--- config.mk ---
export PLATFORM = sky130hd
export DESIGN_NAME = serial_frame_encoder
export DESIGN_NICKNAME = d
export VERILOG_FILES = /design/src/rtl/serial_frame_encoder.sv
export SDC_FILE = /design/constraint.sdc
export NUM_CORES = 1
export LEC_CHECK = 0
export ABC_AREA = 1
export BUFFER_PORTS_ARGS = -buffer_cell sky130_fd_sc_hd__buf_2
export CAP_MARGIN = 10
export CORE_AREA = 3 3 84 86
export DETAILED_ROUTE_END_ITERATION = 7
export DIE_AREA = 0 0 87 89
export PLACE_DENSITY = 0.7
export SLEW_MARGIN = 20
export SYNTH_ARGS = -nofsm -noshare
export SYNTH_HDL_FRONTEND = slang
export SYNTH_SLANG_ARGS = --single-unit
--- constraint.sdc ---
create_clock -name clock -period 1.7 [get_ports clock]
set_input_delay 0.34 -clock clock [delete_from_list [all_inputs] [get_ports clock]]
set_output_delay 0.34 -clock clock [all_outputs]
set_load 0.03 [all_outputs]
--- src/rtl/serial_frame_encoder.sv ---
// Transmit path: buffers characters in a small FIFO, optionally XORs each with a key at pop,
// and shifts it out LSB-first as start/data/[even parity]/stop frames on a registered line.
module serial_frame_encoder #(
  parameter int unsigned DATA_WIDTH   = 8,
  parameter int unsigned CLKS_PER_BIT = 4,
  parameter int unsigned FIFO_DEPTH   = 4,
  parameter bit          PARITY_EN    = 1'b1,
  parameter bit          KEY_EN       = 1'b1
) (
  input  logic                          clock,
  input  logic                          reset_n,
  input  logic                          in_valid,
  output logic                          in_ready,
  input  logic [DATA_WIDTH-1:0]         in_data,
  input  logic [DATA_WIDTH-1:0]         key,
  output logic                          serial_out,
  output logic                          busy,
  output logic                          frame_done,
  output logic [$clog2(FIFO_DEPTH):0]   fifo_count
);

  localparam int unsigned PtrW   = $clog2(FIFO_DEPTH);
  localparam int unsigned CountW = PtrW + 1;
  localparam int unsigned CycW   = (CLKS_PER_BIT > 1) ? $clog2(CLKS_PER_BIT) : 1;
  localparam int unsigned BitW   = (DATA_WIDTH > 1) ? $clog2(DATA_WIDTH) : 1;

  localparam logic [CycW-1:0]   CycLast   = CycW'(CLKS_PER_BIT - 1);
  localparam logic [BitW-1:0]   BitLast   = BitW'(DATA_WIDTH - 1);
  localparam logic [CountW-1:0] CountFull = CountW'(FIFO_DEPTH);

  typedef enum logic [2:0] {StIdle, StStart, StData, StParity, StStop} state_e;

  state_e                state_q, state_d;
  logic [CycW-1:0]       cyc_q, cyc_d;
  logic [BitW-1:0]       bit_q, bit_d;
  logic [DATA_WIDTH-1:0] shift_q, shift_d;
  logic                  parity_q, parity_d;

  logic [DATA_WIDTH-1:0] mem [FIFO_DEPTH];
  logic [PtrW-1:0]       wr_ptr_q, rd_ptr_q;
  logic [CountW-1:0]     count_q, count_d;
  logic                  in_ready_q, in_ready_d;

  logic                  serial_q, serial_d;
  logic                  busy_q, busy_d;
  logic                  done_q, done_d;

  logic                  push, pop, bit_end, fifo_empty;
  logic [DATA_WIDTH-1:0] head, word;

  assign push       = in_valid && in_ready_q;
  assign fifo_empty = (count_q == '0);
  assign bit_end    = (cyc_q == CycLast);
  assign head       = mem[rd_ptr_q];
  assign word       = KEY_EN ? (head ^ key) : head;

  assign in_ready   = in_ready_q;
  assign fifo_count = count_q;
  assign serial_out = serial_q;
  assign busy       = busy_q;
  assign frame_done = done_q;

  // Frame sequencing; the key is folded in only at pop so mid-frame key changes are ignored.
  always_comb begin
    state_d  = state_q;
    cyc_d    = cyc_q;
    bit_d    = bit_q;
    shift_d  = shift_q;
    parity_d = parity_q;
    pop      = 1'b0;
    unique case (state_q)
      StIdle: begin
        if (!fifo_empty) begin
          pop     = 1'b1;
          state_d = StStart;
          cyc_d   = '0;
        end
      end
      StStart: begin
        if (bit_end) begin
          state_d = StData;
          cyc_d   = '0;
          bit_d   = '0;
        end else begin
          cyc_d = cyc_q + 1'b1;
        end
      end
      StData: begin
        if (bit_end) begin
          cyc_d   = '0;
          shift_d = shift_q >> 1;
          if (bit_q == BitLast) begin
            state_d = PARITY_EN ? StParity : StStop;
          end else begin
            bit_d = bit_q + 1'b1;
          end
        end else begin
          cyc_d = cyc_q + 1'b1;
        end
      end
      StParity: begin
        if (bit_end) begin
          state_d = StStop;
          cyc_d   = '0;
        end else begin
          cyc_d = cyc_q + 1'b1;
        end
      end
      StStop: begin
        if (bit_end) begin
          cyc_d = '0;
          if (!fifo_empty) begin
            pop     = 1'b1;
            state_d = StStart;
          end else begin
            state_d = StIdle;
          end
        end else begin
          cyc_d = cyc_q + 1'b1;
        end
      end
      default: state_d = StIdle;
    endcase
    if (pop) begin
      shift_d  = word;
      parity_d = ^word;
    end
  end

  // Outputs are registered from next-state values so they line up with the state they describe.
  always_comb begin
    serial_d = 1'b1;
    unique case (state_d)
      StStart:  serial_d = 1'b0;
      StData:   serial_d = shift_d[0];
      StParity: serial_d = parity_d;
      default:  serial_d = 1'b1;
    endcase
    busy_d = (state_d != StIdle);
    done_d = (state_d == StStop) && (cyc_d == CycLast);
  end

  always_comb begin
    count_d = count_q;
    if (push && !pop) begin
      count_d = count_q + 1'b1;
    end else if (!push && pop) begin
      count_d = count_q - 1'b1;
    end
    in_ready_d = (count_d != CountFull);
  end

  always_ff @(posedge clock or negedge reset_n) begin
    if (!reset_n) begin
      state_q    <= StIdle;
      cyc_q      <= '0;
      bit_q      <= '0;
      shift_q    <= '0;
      parity_q   <= 1'b0;
      wr_ptr_q   <= '0;
      rd_ptr_q   <= '0;
      count_q    <= '0;
      in_ready_q <= 1'b1;
      serial_q   <= 1'b1;
      busy_q     <= 1'b0;
      done_q     <= 1'b0;
    end else begin
      state_q    <= state_d;
      cyc_q      <= cyc_d;
      bit_q      <= bit_d;
      shift_q    <= shift_d;
      parity_q   <= parity_d;
      count_q    <= count_d;
      in_ready_q <= in_ready_d;
      serial_q   <= serial_d;
      busy_q     <= busy_d;
      done_q     <= done_d;
      if (push) begin
        wr_ptr_q <= wr_ptr_q + 1'b1;
      end
      if (pop) begin
        rd_ptr_q <= rd_ptr_q + 1'b1;
      end
    end
  end

  // Storage needs no reset: occupancy is tracked by count_q.
  always_ff @(posedge clock) begin
    if (push) begin
      mem[wr_ptr_q] <= in_data;
    end
  end

endmodule

* Yosys cells after proc, flatten, opt, wreduce, memory -nomap -nowiden
Memories as Yosys holds them, arrays and structs flattened.
Cells that the tools add are included.
** Word-level totals
- Memories kept :: 1
- Output and inout bits :: 7
- Logic and storage cells :: 79
- RAM bits :: 32
- Register bits after elaboration :: 28
** Cells by class
- Multiplexer cells :: 27
- Equal/unequal tests :: 15
- Bitwise logic cells :: 1
- Add/sub/neg operators :: 6
- Reduce and logical (&&, ||, !) cells :: 16
** Memories
- mem :: depth 4, width 8, read ports 1, clocked after Yosys merged registers in 0, wr ports 1, line 39 : logic [DATA_WIDTH-1:0] mem [FIFO_DEPTH];
** Operators by type and width (count)
- 2-to-1 mux 3 bit :: 11
- 2-to-1 mux 8 bit :: 3
- one-hot mux 3 bit (5 select lines) :: 1
- == test 3 x 2 -> 1 bit, second input constant :: 4
- == test 3 bit, second input constant :: 3
- parity 8 bit :: 1
- XOR 8 bit :: 1
- adder 2 x 1 -> 2 bit, second input constant :: 3
- adder 3 x 1 -> 3 bit, second input constant :: 2
- == test 3 x 1 -> 1 bit, second input constant :: 2
- logical NOT 3 bit :: 2
- 2-to-1 mux 1 bit :: 6
- inequality test 2 bit, second input constant :: 3
- one-hot mux 3 bit (2 select lines) :: 1
- nonzero test 2 bit :: 3
- == test 2 bit, second input constant :: 2
- logical AND 1 bit :: 4
- 2-to-1 mux 2 bit :: 2
- one-hot mux 2 bit (2 select lines) :: 1
- AND reduction 4 bit :: 1
- OR reduction 4 bit :: 1
- inequality test 3 bit, second input constant :: 1
- one-hot mux 1 bit (3 select lines) :: 1
- nonzero test 3 bit :: 1
- other kinds (4) :: 5

* Longest topological paths before layout
- Depth in word-level cells :: 8
- Mapped depth :: 17
- Depth with buffers taken out :: 16

* Worst setup path before layout
Ideal clock, no wire load.
- Path kind :: register -> register
- Start point :: register count_q[0] (netlist: fifo_count[0])
- End point :: register in_ready_q (netlist: in_ready)
- Stages on the path, launching flop included :: 13
- Arrival :: 1738 ps
- Required time :: 1640 ps
- Slack :: -98 ps
- Path through :: dfrtp_1 -> inv_1 -> ha_1 -> nand2_1 -> inv_1 -> nor2_2 -> nand2_2 -> nor2_1 -> inv_1 -> nand2_1 -> xor2_1 -> nor2_1 -> nand2_1
** Between the ends
- Cells in the longest elaborated chain, start to end :: 8
- Elaborated cells between the ends (all ways) :: 12
- Those cells by class :: 2 x add/sub; 1 x eq/ne; 5 x mux; 4 x reduce/logical
** Ends and longest elaborated chain
- start: declaration :: line 41 : logic [CountW-1:0] count_q, count_d;
- start signal: assignment :: line 173 : count_q <= count_d;
- logical NOT 3 bit :: line 52 : assign fifo_empty = (count_q == '0);
- 2-to-1 mux 1 bit :: line 73, 112
- 2-to-1 mux 1 bit :: line 110 : if (bit_end) begin
- one-hot mux 1 bit (2 select lines) :: line 71 : unique case (state_q)
- logical AND 1 bit / logical NOT 1 bit (equally long branches) :: line 147, 145
- 2-to-1 mux 3 bit / logical AND 1 bit (equally long branches) :: line 147, 145
- 2-to-1 mux 3 bit * :: line 145 : if (push && !pop) begin
- via count_d[0] :: line 41
- inequality test 3 bit * :: line 150 : in_ready_d = (count_d != CountFull);
- via in_ready_d :: line 42 : logic in_ready_q, in_ready_d;
- end signal: assignment :: line 174 : in_ready_q <= in_ready_d;
- end: declaration :: line 42
The timed path passes the listed nets; every way through them passes the cells marked *.
A chain may end at the register's enable or synchronous reset.

* Final worst setup path
- Start point :: register rd_ptr_q[0]
- End point :: register serial_q (netlist: serial_out)
** Between the ends
- Cells in the longest elaborated chain, start to end :: 5
- Elaborated cells between the ends (all ways) :: 6
- Those cells by class :: 3 x mux; 1 x bitwise; 1 x reduce/logical; 1 x memory
** Ends and longest elaborated chain
- start: declaration :: line 40 : logic [PtrW-1:0] wr_ptr_q, rd_ptr_q;
- start signal: assignment :: line 182 : rd_ptr_q <= rd_ptr_q + 1'b1;
- memory (4 x 8 bit) *
- XOR 8 bit * :: line 55 : assign word = KEY_EN ? (head ^ key) : head;
- parity 8 bit :: line 126 : parity_d = ^word;
- 2-to-1 mux 1 bit :: line 124 : if (pop) begin
- one-hot mux 1 bit (3 select lines) * :: line 133 : unique case (state_d)
- via serial_d :: line 44 : logic serial_q, serial_d;
- end signal: assignment :: line 175 : serial_q <= serial_d;
- end: declaration :: line 44
Marks and branches as above.

==> run_results.csv <==
group,metric,value,unit
flow_run,maxCapViolCount,0,
placement,gp_congestion,0.778,
clocking,worstSkewPairLatency,0.35,ns
clocking,clkTransAtPathRegs,0.07,ns
logic_synthesis,synth_nets,367,
critical_path,worstPathMaxFanout,5,
route,drc_errors,0,
logic_synthesis,ys_top_cells_by_area,"edfxtp_1 (30%), dfrtp_1 (20%), nand2_1 (13%), inv_1 (4.8%), nand3_1 (4.1%)",
layout,multi_input_area,1520,um2
placement,dp_slack,-0.0635,ns
floorplan,row_count,29,
route,drt_iter0_drc,79,
grt,antenna_found_initial,0,
critical_path,cp.required,1.97,ns
logic_synthesis,synth-async-reset-ratio,46.7,%
critical_path,r2r_cells,16,
route,routed_wl,6.45,mm
floorplan,core,6350,um2
layout,synthToLayoutAreaGrowth,27.7,%
clocking,root_buffer,"clkbuf_8",
floorplan,io_pins,26,
critical_path,r2r_start,"rd_ptr_q[0]",
clocking,htreeDepth,3,
logic_synthesis,synthFlopType,"edfxtp_1",
logic_synthesis,yosys.cell_types.count,34,
route,ant_nets,0,
logic_synthesis,yosys_warnings,0,
logic_synthesis,synth_top_area_share,30.1,%
floorplan,die_w,87,um
logic_synthesis,syn-cell-area,3190,um2
sta,finalMaxSlewViolations,0,
logic_synthesis,netlist_instances,338,
route,first_pass_iters,4,
critical_path,worstSetupStartpoint,"rd_ptr_q[0]",
sta,fin_tns_setup,-0.0473,ns
clocking,clock-sinks,60,
grt,grt_usage,17.3,%
critical_path,r2r-end,"serial_out",
layout,diodes,0,
sta,period_minus_slack,1.75,ns
placement,io_buffers,25,
sta,fmax,572,MHz
placement,hpwl,4.28,mm
route,via_count,2437,
logic_synthesis,synth_area_leader_cell,"edfxtp_1",
sta,rsz0062_at_grt,"true",
pwr,powerDensity,1900,nW/um2
logic_synthesis,synth_edf_count,32,
grt,grt_max_degree,29,
layout,nNetsFinal,433,
grt,grt_pass1_wl,10.1,mm
critical_path,path_class,"reg -> reg",
critical_path,reg2reg_slack,-0.05,ns
layout,ff_latch_area,1670,um2
outcome,violations,"setup timing",
sta,final-hold-violation-count,0,
logic_synthesis,yosysSeqAreaShare,52.2,%
layout,post_route_cells_drive_above_1_share,39.1,%
floorplan,die_y,89,um
sta,setup_ws,-0.0473,ns
critical_path,end_kind,"register",
route,wire_per_inst,13.3,um
logic_synthesis,synth_seq_cells,60,
clocking,cts_tree,"done",
critical_path,arrival,2.02,ns
clocking,numCtsBuffers,9,
sta,setup_viol,1,
logic_synthesis,synth_commonest_cells,"nand2_1 (111), inv_1 (41), edfxtp_1 (32)",
layout,fill_cells,475,
pwr,power.leakage,1.89,nW
floorplan,initial_utilization,50.2,%
grt,first_global_vias,2209,
critical_path,crit_path_start_kind,"register",
hold_path,min_path_type,"in -> async",
sta,finalCritPeriodShare,103,%
outcome,status,"finished with violations",
route,avgViaCountPerCell,5.01,
floorplan,dieArea,7740,um2
grt,grt-ovfl-total,0,
sta,tightestPinTransition,0.642,ns
sta,relSlewSlack,57.2,%
logic_synthesis,yosysMostFrequentCell,"nand2_1",
logic_synthesis,syn-mean-instance-area,9.43,um2
critical_path,critPathCapture,"serial_out",
sta,skew,0.00928,ns
clocking,cts_buffer_depth,2,
pwr,peakVddDrop,0.00105,V
[report_power, final]
group          switching, W  internal [W]  leakage [nW]  total [W]
registers          0.000264       0.00203         0.619    0.00230
clock network      0.000538      0.000674        0.0914    0.00121
logic               0.00244       0.00179          1.18    0.00423
[logic make-up after synthesis]
family,share of synthesized area [%]
AND/OR/NAND/NOR,29.6
flip-flops,52.2
buffers and inverters,7.34
AO/OA/AOI/OAI,5.89
adder cells (fa/ha/maj),3.92
XOR/XNOR,1.10
[what timing repair did]
action | CTS | global route
buffers inserted | 4 | 9
endpoints found under the setup margin | 4 | 13
hold buffers | 0 | 0
pin swaps | 2 | 34
gates cloned | 0 | 2
resized for setup | 6 | 67
[layout make-up]
type / count / share of cell area, %
repair inverters: 1 / 0.154
inverters: 44 / 4.40
well taps: 77 / 2.37
clock inverters: 3 / 0.984
clock buffers: 13 / 3.41
flip-flops and latches: 60 / 41.0
repair buffers: 58 / 10.2
multi-input cells: 230 / 37.4
[worst min path at each step]
stage / start / to / slack, ns / cells after the start
5_1_grt: reset_n / shift_q[5] / 0.07 / 1
3_5_place_dp: reset_n / shift_q[5] / 0.40 / 1
3_3_place_gp: reset_n / shift_q[5] / 0.40 / 1
2_1_floorplan: reset_n / bit_q[0] / 0.04 / 0
4_1_cts: reset_n / shift_q[5] / 0.03 / 1
6_report: reset_n / shift_q[7] / 0.01 / 1
[stage by stage]
stage | std cells | area (um2) | hold WS [ns] | utilization [%] | power, W
5_1_grt | 486 | 4070 | 0.0698 | 64.1 | 0.00842
2_1_floorplan | 338 | 3190 | 0.0444 | - | 0.00477
4_1_cts | 475 | 3740 | 0.0332 | 58.9 | 0.00693
3_5_place_dp | 455 | 3510 | 0.405 | 55.3 | 0.00560
3_3_place_gp | 455 | 3510 | 0.397 | 55.3 | 0.00549
6_report | 486 | 4070 | 0.0118 | 64.1 | 0.00774
[worst max-delay path, stage by stage, from the launching register on]
cell and delay, ns:
dfrtp_2 0.50, buf_6 0.18, nand2_2 0.05, nand3_2 0.07
nand2_1 0.05, nand2_1 0.06, nand2_2 0.09, inv_2 0.07
nand2_1 0.05, nand2_1 0.09, nand2_1 0.06, nand2_1 0.07
nand2_1 0.06, nand2_2 0.07, nand2_1 0.05, nand3_1 0.07
nand3_1 0.08
[routing by layer]
metal  routed length (um)  global-route usage [%]  up-vias  part of all wire [%]
li1                     -                       -     1240                     -
met1                 2790                    22.0     1136                    43
met2                 3240                    27.7       44                    50
met3                  250                    3.59       17                   3.9
met4                  164                    9.77        0                   2.5
met5                    0                       0        -                     0
[layout by cell type (no fill, tap or decap), types with 2 or more instances in the layout]
| master | instances |
|---|---|
| dfrtp_2 | 4 |
| nand2_1 | 82 |
| nand3_2 | 6 |
| dfrtp_1 | 22 |
| nor3_1 | 2 |
| clkbuf_1 | 4 |
| buf_2 | 25 |
| buf_12 | 2 |
| edfxtp_1 | 32 |
| a21oi_1 | 2 |
| o31ai_1 | 2 |
| clkbuf_8 | 9 |
| buf_4 | 26 |
| o21ai_0 | 5 |
| ha_1 | 8 |
| dfstp_2 | 2 |
| nand3_1 | 18 |
| xor2_1 | 3 |
| nand3_4 | 10 |
| inv_1 | 35 |
| or2_1 | 2 |
| clkinv_2 | 3 |
| buf_6 | 5 |
| a32o_1 | 4 |
| o221ai_1 | 6 |
| inv_2 | 6 |
| nand2_2 | 35 |
| nor2_1 | 15 |
| nand2_4 | 13 |
| nor2_4 | 2 |
[registers in the layout (all words and copies together) (netlist names)]
| signal | count |
|---|---|
| mem | 32 |
| shift_q | 8 |
| bit_q | 3 |
| fifo_count | 3 |
| state_q | 3 |
| cyc_q | 2 |
| rd_ptr_q | 2 |
| wr_ptr_q | 2 |
| busy | 1 |
| frame_done | 1 |
| in_ready | 1 |
| parity_q | 1 |
| serial_out | 1 |
Note: power is estimated with default switching activity, not from simulation.
